`src/rtl/cnn_pkg.sv`:
```
// cnn_pkg: types, default geometry and small helpers shared by the ReLU/max-pool stage.
//   data_t      - signed fixed-point element.
//   relu()      - clamps negative elements to zero.
//   max2()      - signed maximum of two elements.
//   cw()        - counter width for a bound n: $clog2(n), never below 1.
//   PC          - pooling windows per row (C/P) for the default geometry.
package cnn_pkg;

  localparam int M_DEF = 4;   // output feature maps per frame
  localparam int R_DEF = 4;   // input rows per map
  localparam int C_DEF = 4;   // input columns per map
  localparam int P_DEF = 2;   // pooling window edge and stride
  localparam int W_P   = 16;  // element width

  localparam int PC = C_DEF / P_DEF;

  typedef logic signed [W_P-1:0] data_t;

  function automatic int cw(input int n);
    return (n > 1) ? $clog2(n) : 1;
  endfunction

  // The most negative code has its sign bit set, so it also maps to 0.
  function automatic data_t relu(input data_t x);
    return x[W_P-1] ? '0 : x;
  endfunction

  function automatic data_t max2(input data_t a, input data_t b);
    return (a > b) ? a : b;
  endfunction

endpackage

```
`src/rtl/cnn_pool_cmp.sv`:
```
// cnn_pool_cmp: combinational running-max step for one pooling window.
//   old_max  in  data_t  partial max stored for this window so far
//   new_elem in  data_t  incoming (pre-ReLU) element
//   first    in  1       element opens a new window; old_max is ignored
//   upd_max  out data_t  updated partial max (always >= 0)
module cnn_pool_cmp
  import cnn_pkg::*;
(
  input  data_t old_max,
  input  data_t new_elem,
  input  logic  first,
  output data_t upd_max
);

  data_t relu_val;

  assign relu_val = relu(new_elem);
  assign upd_max  = first ? relu_val : max2(old_max, relu_val);

endmodule

```
`src/rtl/cnn_relu_pool.sv`:
```
// cnn_relu_pool: streaming ReLU + non-overlapping P x P max pooling.
// Elements arrive in raster order (map, row, col); one pooled element is
// emitted per completed window over a valid/ready handshake.
//   clk_i    in   1       clock, rising edge
//   reset_i  in   1       asynchronous active-low reset
//   valid_i  in   1       input element valid
//   data_i   in   data_t  signed input element
//   ready_o  out  1       input accepted this cycle when valid_i is high
//   valid_o  out  1       pooled output valid
//   data_o   out  data_t  pooled output, always >= 0
//   last_o   out  1       final pooled element of the last map in a frame
//   ready_i  in   1       downstream accepts output
module cnn_relu_pool
  import cnn_pkg::*;
#(
  parameter int M_p = M_DEF,
  parameter int R_p = R_DEF,
  parameter int C_p = C_DEF,
  parameter int P_p = P_DEF
) (
  input  logic  clk_i,
  input  logic  reset_i,
  input  logic  valid_i,
  input  data_t data_i,
  output logic  ready_o,
  output logic  valid_o,
  output data_t data_o,
  output logic  last_o,
  input  logic  ready_i
);

  localparam int NUM_WIN = C_p / P_p;
  localparam int MW      = cw(M_p);
  localparam int RW      = cw(R_p);
  localparam int CW      = cw(C_p);
  localparam int IW      = cw(NUM_WIN);

  logic [MW-1:0] map_reg;
  logic [RW-1:0] row_reg;
  logic [CW-1:0] col_reg;

  logic  valid_reg;
  logic  last_reg;
  data_t data_reg;

  // One partial max per window column; overwritten at every window start,
  // so it needs no reset.
  data_t pmax_reg [NUM_WIN];

  logic          acc;
  logic          win_first;
  logic          win_last;
  logic          frame_end;
  logic          col_wrap;
  logic          row_wrap;
  logic          map_wrap;
  logic [IW-1:0] idx;
  data_t         upd_max;

  // Single output register without skid buffer: accept only when the
  // register is empty or being drained this cycle.
  assign ready_o = !valid_reg || ready_i;
  assign acc     = valid_i && ready_o;

  assign idx       = IW'(int'(col_reg) / P_p);
  assign win_first = (int'(row_reg) % P_p == 0) && (int'(col_reg) % P_p == 0);
  assign win_last  = (int'(row_reg) % P_p == P_p - 1) && (int'(col_reg) % P_p == P_p - 1);

  assign col_wrap  = (col_reg == CW'(C_p - 1));
  assign row_wrap  = (row_reg == RW'(R_p - 1));
  assign map_wrap  = (map_reg == MW'(M_p - 1));
  assign frame_end = map_wrap && row_wrap && col_wrap;

  // Shared by the buffer update and the output load. win_first is passed on
  // the completing element too, which matters only for the degenerate 1x1 window.
  cnn_pool_cmp u_cmp (
    .old_max  (pmax_reg[idx]),
    .new_elem (data_i),
    .first    (win_first),
    .upd_max  (upd_max)
  );

  always_ff @(posedge clk_i) begin
    if (acc && !win_last) begin
      pmax_reg[idx] <= upd_max;
    end
  end

  always_ff @(posedge clk_i or negedge reset_i) begin
    if (!reset_i) begin
      map_reg <= '0;
      row_reg <= '0;
      col_reg <= '0;
    end else if (acc) begin
      if (col_wrap) begin
        col_reg <= '0;
        if (row_wrap) begin
          row_reg <= '0;
          // Wrap straight into the next frame without an idle cycle.
          map_reg <= map_wrap ? '0 : map_reg + MW'(1);
        end else begin
          row_reg <= row_reg + RW'(1);
        end
      end else begin
        col_reg <= col_reg + CW'(1);
      end
    end
  end

  // A window completing in the same cycle as a drain takes priority, so the
  // register reloads and valid stays high.
  always_ff @(posedge clk_i or negedge reset_i) begin
    if (!reset_i) begin
      valid_reg <= 1'b0;
      last_reg  <= 1'b0;
      data_reg  <= '0;
    end else if (acc && win_last) begin
      valid_reg <= 1'b1;
      last_reg  <= frame_end;
      data_reg  <= upd_max;
    end else if (valid_reg && ready_i) begin
      valid_reg <= 1'b0;
      last_reg  <= 1'b0;
    end
  end

  assign valid_o = valid_reg;
  assign last_o  = last_reg;
  assign data_o  = data_reg;

endmodule

```
`config.mk`:
```
export PLATFORM = sky130hd
export DESIGN_NAME = cnn_relu_pool
export DESIGN_NICKNAME = d
export VERILOG_FILES = /design/src/rtl/cnn_pkg.sv /design/src/rtl/cnn_pool_cmp.sv /design/src/rtl/cnn_relu_pool.sv
export SDC_FILE = /design/constraint.sdc
export NUM_CORES = 1
export LEC_CHECK = 0
export BUFFER_PORTS_ARGS = -buffer_cell sky130_fd_sc_hd__buf_2
export CAP_MARGIN = 10
export CORE_ASPECT_RATIO = 1.1
export CORE_MARGIN = 4
export CORE_UTILIZATION = 54
export CTS_BUF_LIST = sky130_fd_sc_hd__clkbuf_8
export CTS_CLUSTER_DIAMETER = 30
export DETAILED_ROUTE_END_ITERATION = 8
export GPL_ROUTABILITY_DRIVEN = 0
export GPL_TIMING_DRIVEN = 0
export PLACE_DENSITY_LB_ADDON = 0.15
export SYNTH_ARGS = -nofsm -noshare
export SYNTH_HDL_FRONTEND = slang
export SYNTH_SLANG_ARGS = --single-unit
```
`constraint.sdc`:
```
create_clock -name clk_i -period 3.2 [get_ports clk_i]
set_input_delay 0.16 -clock clk_i [delete_from_list [all_inputs] [get_ports clk_i]]
set_output_delay 0.16 -clock clk_i [all_outputs]
set_load 0.005 [all_outputs]
```
== Word level (Yosys, flattened, before mapping) ==
Memory sizes are Yosys's and may differ from the RTL's.
Cells that the tools add are included.

* Add/sub/neg operators: 3
* $lt $le $gt $ge: 1
* Eq/ne operators: 3
* Muxes and demuxes: 11
* Reductions and logical operators: 16

{| class="wikitable"
|+ Operator list
! kind !! number
|-
| zero test 32 bit || 2
|-
| two-way mux 16 bit || 2
|-
| greater-than comparator 16 bit || 1
|-
| two-way mux 15 bit || 1
|-
| logical AND 1 bit || 8
|-
| adder 2 x 1 -> 2 bit, second input constant || 3
|-
| == test 2 bit, second input constant || 3
|-
| two-way mux 2 bit || 3
|-
| two-way mux 1 bit || 5
|-
| AND reduction 3 bit || 1
|-
| zero test 1 bit || 2
|-
| AND reduction 2 bit || 1
|-
| nonzero test 2 bit || 1
|-
| logical OR 1 bit || 1
|}

* Flip-flop bits (word level): 24
* Memory bits (writable): 32
* Input bits: 20
* Logic and storage cells: 41
* Memories: 1

{| class="wikitable"
|+ Memory list
! name !! depth !! bits a word !! read ports !! clocked after memory_dff !! wr ports !! line !! text
|-
| pmax_reg || 2 || 16 || 1 || 0 || 1 || cnn_relu_pool.sv:48 || <nowiki>data_t pmax_reg [NUM_WIN];</nowiki>
|}

== Longest topological paths before layout ==
* Depth after elaboration: 6
* Gate-level depth with buffers: 12

== Modules after synthesis ==
From an unflattened synthesis, not the netlist that was laid out.

* Cells, all modules: 206
* Area total of the unflattened synthesis: 2872.8 µm²

{| class="wikitable"
|+ By module, submodules not included
! module !! times used !! cells an instance !! area each (µm²) !! sequential area each (µm²)
|-
| cnn_relu_pool || 1 || 119 || 2197.1 || 1561.5
|-
| cnn_pool_cmp || 1 || 87 || 675.6 || 0.0
|}

== Worst setup path before layout ==
Ideal clock, no wire load.

* Path type: register -> register
* Start: register col_reg[1]
* End: memory pmax_reg[0][0] (netlist bit) (data pin)
* Setup time: 0.268 ns
* Data arrival time: 3.043 ns
* Required time: 2.932 ns
* Setup slack: -0.111 ns
* Cell stages (with the launch flop): 12
* Period minus slack after synthesis: 3.311 ns
* Path through: dfrtp_1 buf_1 buf_2 mux2i_1 inv_1 ha_1 nand3_1 or4_4 o221a_4 nand2_2 buf_2 o21ai_1

* Cells in the longest elaborated chain, start to end: 4

{| class="wikitable"
|+ RTL lines
! element !! line !! text
|-
| from (decl) || cnn_relu_pool.sv:40 || <nowiki>logic [CW-1:0] col_reg;</nowiki>
|-
| from (signal assigned) || cnn_relu_pool.sv:105 || <nowiki>col_reg <= col_reg + CW'(1);</nowiki>
|-
| memory (2 x 16 bit) * || n/a ||
|-
| greater-than comparator 16 bit || cnn_pkg.sv:29 || <nowiki>return (a > b) ? a : b;</nowiki>
|-
| two-way mux 16 bit * || cnn_pkg.sv:29 ||
|-
| two-way mux 16 bit * || cnn_pool_cmp.sv:18 || <nowiki>assign upd_max = first ? relu_val : max2(old_max, relu_val);</nowiki>
|-
| net u_cmp.upd_max[0] || cnn_pool_cmp.sv:12 || <nowiki>output data_t upd_max</nowiki>
|-
| to (decl) || cnn_relu_pool.sv:48 ||
|}

Mark *: on every way through the listed nets, which the timed path passes. The rest lies on a longest branch.

== Worst setup path in the final report ==
* Start: register col_reg[1]
* End: memory pmax_reg[0][1] (netlist bit) (data pin)

The elaborated chain is that of the path after synthesis.

==> metrics.yaml <==
insertion_delay_ns: 0.31
start_kind: "flop"
rsz0062_at_grt: "false"
ys_types: 36
worstPathRequired_ns: 3.25
synth_area_um2: 2950
core_area_um2: 5130
dieArea_um2: 6700
reg2reg_slack_ns: 0.16
grt_pass1_vias: 2238
p_clk_frac: 0.115
swShare: 0.401
detailed_place_hpwl_um: 4740
worstHoldPathCells: 4
grt_max_degree: 25
r2r_cells: 10
crit_fanout: 19
p_sw_mw: 1.28
nets: 348
synth_area_leader_cell: "edfxtp_1"
yosysSeqAreaShare: 0.530
die_y_um: 85.5
hold_end: "last_o$_DFFE_PN0P_"
final_area_um2: 3400
yosysTopAreaCellShare: 0.326
clk_pin_slew_ns: 0.09
cts_buffers: 5
synth-seq-cells: 56
p_leak_nw: 1.52
netlist_instances: 259
syn_to_final_growth_pct: 15.3
seq_power_share: 0.391
hold_ws_ns: 0.151
diodes: 0
rows: 27
min-delay-start: "ready_i"
via_per_inst: 5.80
wl_per_cell_um: 17.7
dieWidth_um: 78.4
portBuffers: 38
cts-htree-levels: 2
cts_root_buffer: "clkbuf_8"
worstMarginPinSlew_ns: 0.934
timing.rr.end: "pmax_reg[0][1]$_DFFE_PP_"
drt_wl_total_um: 6770
fin_skew_ns: 0.0108
final_cell_mix: "buf_2, edfxtp_1, dfrtp_1"
crit_chain: "buf_8 > mux2i_1 > inv_1 > ha_1 > nand3_1 > or4_4 > o2111ai_4 > buf_4 > a21o_1 > o21ai_1"
p_comb_frac: 0.494
grt_pass1_wl_um: 10800
period_minus_slack_ns: 3.04
initial_core_util: 0.574
synth_area_leaders: "edfxtp_1, dfrtp_1, ha_1, mux2i_1, a21o_1"
timing.final.hold_violations: 0
critical_path_class: "reg -> reg"
antenna_found_initial: 0
vdd_drop_max_mv: 0.456
slowest_delay_ns: 0.60
synth_area_per_cell_um2: 11.4
ant_nets: 0
remaining_drc_errors: 0
critPathSlowestCell: "or4_4"
synth_warnings: 0
cts_tree: "done"
fmax_mhz: 329
clock_path_buffers: 2
crit_arrival_ns: 3.09
slew_headroom: 0.377
drt-initial-drc-count: 154
overflow: 0
slew_viol_final: 0
period_share: 0.950
largest_reg_flops: 32
dpl-instance-area_um2: 3250
drt_pass1_iterations: 4
num_vias: 2223
report.final.setup_viol: 0
status: "finished, final reports clean"
hold_class: "in -> reg"
p_per_area_nw_per_um2: 938
end_kind: "flop"
p_int_mw: 1.91
layout_commonest_cell: "buf_2"
clock_sinks: 56
maxCapViolCount: 0
drive_above_1_share: 0.209
track_usage: 0.209
r2r_start: "col_reg[1]$_DFFE_PN0P_"
io-pin-count: 39
[power groups by stage]
stage          clock network, mW  logic [mW]  registers [mW]
3_5_place_dp                   0        1.47            1.26
4_1_cts                    0.375        1.54            1.24
2_1_floorplan                  0        1.01            1.24
6_report                   0.365        1.58            1.25
3_3_place_gp                   0        1.41            1.25
5_1_grt                    0.403        1.73            1.27
[cell families (layout without fill, tap and decap cells)]
family,count (synthesis),count (layout),share of synthesized area
AOI/OAI and AO/OA,79,79,0.181
adders and majority gates,18,18,0.0764
buffers and inverters,25,76,0.0403
DFF,56,56,0.530
muxes,19,19,0.0671
other,1,2,0.00127
and+or+nand+nor,61,61,0.104
[through the flow]
step | power (mW) | cells | TNS (ns) | utilization | worst slack, ns
after global placement | 2.66 | 370 | -13.53 | 0.629 | -0.421
after floorplan | 2.25 | 260 | 0 | - | 0.125
after detailed placement | 2.73 | 371 | -14.76 | 0.633 | -0.445
after CTS | 3.16 | 383 | 0 | 0.659 | 0.0359
after global routing | 3.41 | 383 | 0 | 0.662 | 0.0192
final | 3.19 | 383 | 0 | 0.662 | 0.159
[how the worst max path moves through the flow]
stage,slack [ns],cells after the start,to,startpoint
finish,0.16,10,pmax_reg[0][1]$_DFFE_PP_,col_reg[1]$_DFFE_PN0P_
CTS,0.04,11,pmax_reg[0][1]$_DFFE_PP_,col_reg[1]$_DFFE_PN0P_
floorplan,0.13,11,pmax_reg[0][0]$_DFFE_PP_,col_reg[1]$_DFFE_PN0P_
detailed placement,-0.45,11,pmax_reg[0][1]$_DFFE_PP_,col_reg[1]$_DFFE_PN0P_
global placement,-0.42,11,pmax_reg[0][10]$_DFFE_PP_,col_reg[1]$_DFFE_PN0P_
global route,0.02,10,pmax_reg[0][4]$_DFFE_PP_,col_reg[1]$_DFFE_PN0P_
[worst max-delay path, delay by kind of cell (launching register included)]
kind,cells,cell delay [ns]
compound gates,3,0.55
fa+ha+maj,1,0.30
buf+inv,3,0.55
flops,1,0.40
mux,1,0.26
simple gates,2,0.74
[timing repair]
| action | 4_1_cts | 5_1_grt |
|---|---|---|
| hold endpoints to repair | 24 | 0 |
| endpoints found under the setup margin | 45 | 40 |
| pin swaps | 1 | 1 |
| gates cloned | 0 | 1 |
| gates resized for setup | 6 | 7 |
| hold buffers | 1 | 0 |
| buffers inserted | 3 | 0 |
[cell usage after synthesis]
cell / count
a211oi_1: 1
a21o_1: 13
a21oi_1: 17
a22o_1: 5
a31oi_1: 14
and2_1: 2
and3_1: 1
buf_1: 1
buf_2: 2
buf_4: 2
buf_6: 2
clkbuf_1: 3
conb_1: 1
dfrtp_1: 24
edfxtp_1: 32
ha_1: 18
inv_1: 15
mux2_1: 2
mux2_4: 1
mux2i_1: 16
nand2_1: 14
nand2_2: 1
nand2b_1: 15
nand3_1: 5
nand4_1: 3
nor2_1: 14
nor2b_1: 1
nor3_1: 4
o2111a_1: 1
o2111ai_4: 1
o21a_1: 6
o21ai_0: 3
o21ai_1: 16
o221a_4: 1
o221ai_2: 1
or4_4: 1
[cell type report]
cell class / count / area [um^2]
Inverter: 15 / 56.3
Sequential cell: 56 / 1560
Multi-Input combinational cell: 179 / 1290
Clock buffer: 5 / 68.8
Tap cell: 72 / 90.1
Timing Repair Buffer: 44 / 245
Fill cell: 416 / 1740
Buffer: 9 / 75.1
Clock inverter: 3 / 12.5
[routing by layer]
metal | track usage | share of wire | vias to the layer above
li1 | - | - | 1056
met3 | 0.0393 | 0.061 | 13
met1 | 0.259 | 0.44 | 1078
met2 | 0.353 | 0.49 | 76
met4 | 0.0938 | 0.014 | 0
met5 | 0 | 0 | -
Power figures use the tool's default switching activity.
